**config.mk**
```make
export PLATFORM = sky130hd
export DESIGN_NAME = seq_detector_param
export DESIGN_NICKNAME = d
export VERILOG_FILES = /design/src/rtl/seq_detector_param.sv
export SDC_FILE = /design/constraint.sdc
export NUM_CORES = 1
export LEC_CHECK = 0
export ABC_AREA = 1
export ABC_CLOCK_PERIOD_IN_PS = 3000
export BUFFER_PORTS_ARGS = -buffer_cell sky130_fd_sc_hd__buf_4
export CAP_MARGIN = 5
export CORE_UTILIZATION = 55
export CTS_BUF_LIST = sky130_fd_sc_hd__clkbuf_4 sky130_fd_sc_hd__clkbuf_8 sky130_fd_sc_hd__clkbuf_16
export DETAILED_ROUTE_END_ITERATION = 6
export PLACE_DENSITY = 0.79
export SKIP_LAST_GASP = 1
export SLEW_MARGIN = 25
export SYNTH_ARGS = -nofsm -noshare
export SYNTH_HDL_FRONTEND = slang
export SYNTH_SLANG_ARGS = --single-unit
```
**constraint.sdc**
```tcl
create_clock -name clock -period 3 [get_ports clock]
set_input_delay 0.6 -clock clock [delete_from_list [all_inputs] [get_ports clock]]
set_output_delay 0.6 -clock clock [all_outputs]
set_load 0.05 [all_outputs]
```
**src/rtl/seq_detector_param.sv**
```systemverilog
// Serial pattern detector with a runtime-programmable pattern, length and
// overlap mode, plus a saturating match counter.
module seq_detector_param #(
    parameter int MAX_LEN = 8,
    parameter int CNT_W = 16,
    parameter logic [MAX_LEN-1:0] RESET_PATTERN = MAX_LEN'(8'b0000_1101),
    parameter int RESET_LEN = 4,
    parameter bit RESET_OVERLAP = 1'b1,
    localparam int LW = $clog2(MAX_LEN + 1)
) (
    input  logic               clock,
    input  logic               reset,
    input  logic               i,
    input  logic               in_valid,
    input  logic               cfg_we,
    input  logic [MAX_LEN-1:0] cfg_pattern,
    input  logic [LW-1:0]      cfg_len,
    input  logic               cfg_overlap,
    output logic               out,
    output logic [CNT_W-1:0]   match_count,
    output logic [LW-1:0]      fill,
    output logic               cfg_err
);

    localparam logic [LW-1:0] MAXL = LW'(MAX_LEN);
    localparam logic [LW-1:0] MINL = LW'(2);

    logic [MAX_LEN-1:0] hist, pattern, hist_nxt, mask;
    logic [LW-1:0]      len, fill_nxt;
    logic               overlap, cfg_ok, accept, match, bit_in;

    assign cfg_ok   = cfg_we && (cfg_len >= MINL) && (cfg_len <= MAXL);
    // A valid config write owns the edge; the data bit on it is dropped.
    assign accept   = in_valid && !cfg_ok;
    // Gate i so an undriven input while idle can never reach state.
    assign bit_in   = in_valid & i;
    assign hist_nxt = {hist[MAX_LEN-2:0], bit_in};
    assign fill_nxt = (fill == MAXL) ? fill : fill + LW'(1);

    always_comb begin
        mask = '0;
        for (int k = 0; k < MAX_LEN; k++)
            mask[k] = (k < int'(len));
    end

    assign match = accept && (fill_nxt >= len) && (((hist_nxt ^ pattern) & mask) == '0);

    always_ff @(posedge clock) begin
        if (reset) begin
            hist        <= '0;
            fill        <= '0;
            out         <= 1'b0;
            cfg_err     <= 1'b0;
            match_count <= '0;
            pattern     <= RESET_PATTERN;
            len         <= LW'(RESET_LEN);
            overlap     <= RESET_OVERLAP;
        end else begin
            out     <= match;
            cfg_err <= cfg_we && !cfg_ok;
            if (cfg_ok) begin
                pattern <= cfg_pattern;
                len     <= cfg_len;
                overlap <= cfg_overlap;
                fill    <= '0;
            end else if (accept) begin
                hist <= hist_nxt;
                fill <= (match && !overlap) ? '0 : fill_nxt;
            end
            if (match && (match_count != '1))
                match_count <= match_count + CNT_W'(1);
        end
    end

endmodule

```
==> run metrics <==
clock skew after layout 11.0 ps; IR drop worst, VDD 0.000336 V; pin slew with the least headroom to its limit 571 ps; DP Cell Count 418; initial core utilization 0.573; Total Wirelength 5.14 mm; vias in the first global route 1,908; final setup vio count 0; Relative slew margins 0.619; Cell Rows 23; GRT Total Usage 0.257; routed len/inst 12.1 um; clk sink count 42; adder-cell share of the synthesized area 0.0379; setup ws final 455 ps; worst slack, placed 454 ps; RSZ-0062 raised after global routing false; element type at the critical path start flop; H-tree depth 2; hpwl dp 3.78 mm; initial DRC count 141; min Tclk post-route 2550 ps; commonest non-fill, non-tap cell in the layout nand2_1; Min Hold Slack 474 ps; cell count after synthesis 338; Post-CTS Hold Buffers 0; Max Cap Viol 0; Critical Path End Type flop; Fin. Hold Viols 0; outcome finished clean; GPL Wtd Cong 0.843; YS warnings 0; Port Buffers 39; DRC 0; Nets 400; share of cells above drive strength 1 0.152; Ports 40; crit path DAT 2790 ps; Top FF cell, synth dfxtp_1; Layout Cells excl Fill 426; largest family of logic cells by synthesized area simple AND/OR/NAND/NOR gates; most frequent cells in the layout nand2_1, dfxtp_1, buf_4, a21oi_1, inv_1; synthesized area per cell 6.83 um^2; Lkg Pwr 0.00119 uW; grt total ovfl 0; period utilization 0.848; Power Total 1190 uW; CTS tree built; average vias per placed instance 5.28; critical path peak fanout 18; fraction of registers with async set/reset 0; total CTS buffers 5; Area Overhead vs Synth 17.8%; initial antenna violation count 0; Diodes inserted 0; Mapped Area 2310 um^2; Post-CTS Resized 0; pwr dens 436 nW/um^2; root buffer cell clkbuf_8; post-synthesis compound-gate area fraction 0.139; post-route ant nets 0; final setup TNS 0 ps; Synth Area in Simple Gates 0.326; DIE AREA 4460 um^2; final max-slew violation count 0; number of synthesized register bits 42; Post-synth EDFFs 0; worst hold-check path type flop to flop; Distinct cells, synth 25; syn_nets 363; post-CTS setup buffers 0; post-synthesis sequential area ratio 0.364; first-pass iteration count of the detailed router 4; r2r setup slk 450 ps; DR vias 2,248; CP required 3250 ps; CTS Buffer Depth 2; clk slew on worst S/H paths 80 ps; xor/xnor cell area share of the yosys netlist 0.0531; Die Ht 66.8 um; worst skew pair latency 300 ps; fill count 378; Die Span X 66.8 um; CP Class flop to flop; global-route wire length before repair 8.69 mm; mux cell area share after synthesis 0; largest net degree at the start of global routing 22; core area 4030 um^2; fmax 0.393 GHz
==> final cells by class <==
class	instances	area (um^2)	area share
Clock buffer	6	82.6	0.0303
Timing Repair Buffer	41	308	0.113
Sequential cell	42	841	0.309
Inverter	35	131	0.0483
Multi-Input combinational cell	250	1280	0.472
Clock inverter	2	12.5	0.00460
Tap cell	50	62.6	0.0230
==> registers in the layout, indices dropped and copies added (netlist names) <==
name         count
out              1
cfg_err          1
fill             4
hist             7
match_count     16
pattern          8
len              4
overlap          1
==> metal layers <==
metal	up-vias	global-route usage	share of wire
li1	1180	-	-
met1	1002	0.350	0.49
met2	60	0.395	0.44
met3	6	0.0651	0.058
met4	0	0.0771	0.011
met5	-	0	0
==> metrics by stage <==
step | util | cell area [um^2]
4_1_cts | 0.675 | 2720
2_1_floorplan | - | 2310
3_5_place_dp | 0.652 | 2630
3_3_place_gp | 0.652 | 2630
6_report | 0.675 | 2720
5_1_grt | 0.675 | 2720
==> synth_stat cells (2+ instances only) <==
cell | instances | share of area
xnor2_1 | 8 | 0.030
clkbuf_1 | 7 | 0.011
o21ai_0 | 19 | 0.041
nor2_1 | 30 | 0.049
dfxtp_1 | 42 | 0.36
nand3_4 | 2 | 0.015
nand3_1 | 15 | 0.033
nand4_1 | 18 | 0.049
a21oi_1 | 36 | 0.078
o211ai_1 | 5 | 0.016
ha_1 | 7 | 0.038
inv_1 | 34 | 0.055
nor2_4 | 3 | 0.015
nand2_1 | 96 | 0.16
xor2_1 | 6 | 0.023
==> critical path: stages (launching register included) <==
cell	delay, ps
dfxtp_1	350
inv_1	100
ha_1	150
nand2_1	50
nor2_1	150
xor2_1	200
inv_1	60
ha_1	180
o21bai_1	150
nand2_1	70
nand2_1	60
nor2_1	60
nor2_4	370
nand3_4	280
nand2_1	120
nand2_1	50
nor2_1	100
==> cell families (layout without fill, tap and decap cells) <==
kind of cell | Yosys count | in the layout
compound gates | 61 | 61
xor+xnor | 14 | 14
fa+ha+maj | 7 | 7
buf+inv | 46 | 84
flops | 42 | 42
simple gates | 168 | 168
==> power breakdown <==
group	switching, uW	total [uW]	internal (uW)
Sequential	19.4	602	583
Combinational	127	199	71.3
Clock	200	385	185
==> final timing paths <==
kind / start / end / cells past startpoint
max reg2reg: fill[0]$_SDFFE_PP0P_ / match_count[0]$_SDFFE_PP0P_ / 16
min: pattern[5]$_SDFFE_PP0P_ / pattern[5]$_SDFFE_PP0P_ / 2
max: fill[0]$_SDFFE_PP0P_ / match_count[0]$_SDFFE_PP0P_ / 16
min reg2reg: pattern[5]$_SDFFE_PP0P_ / pattern[5]$_SDFFE_PP0P_ / 2
Note: power is estimated with default switching activity, not from simulation.
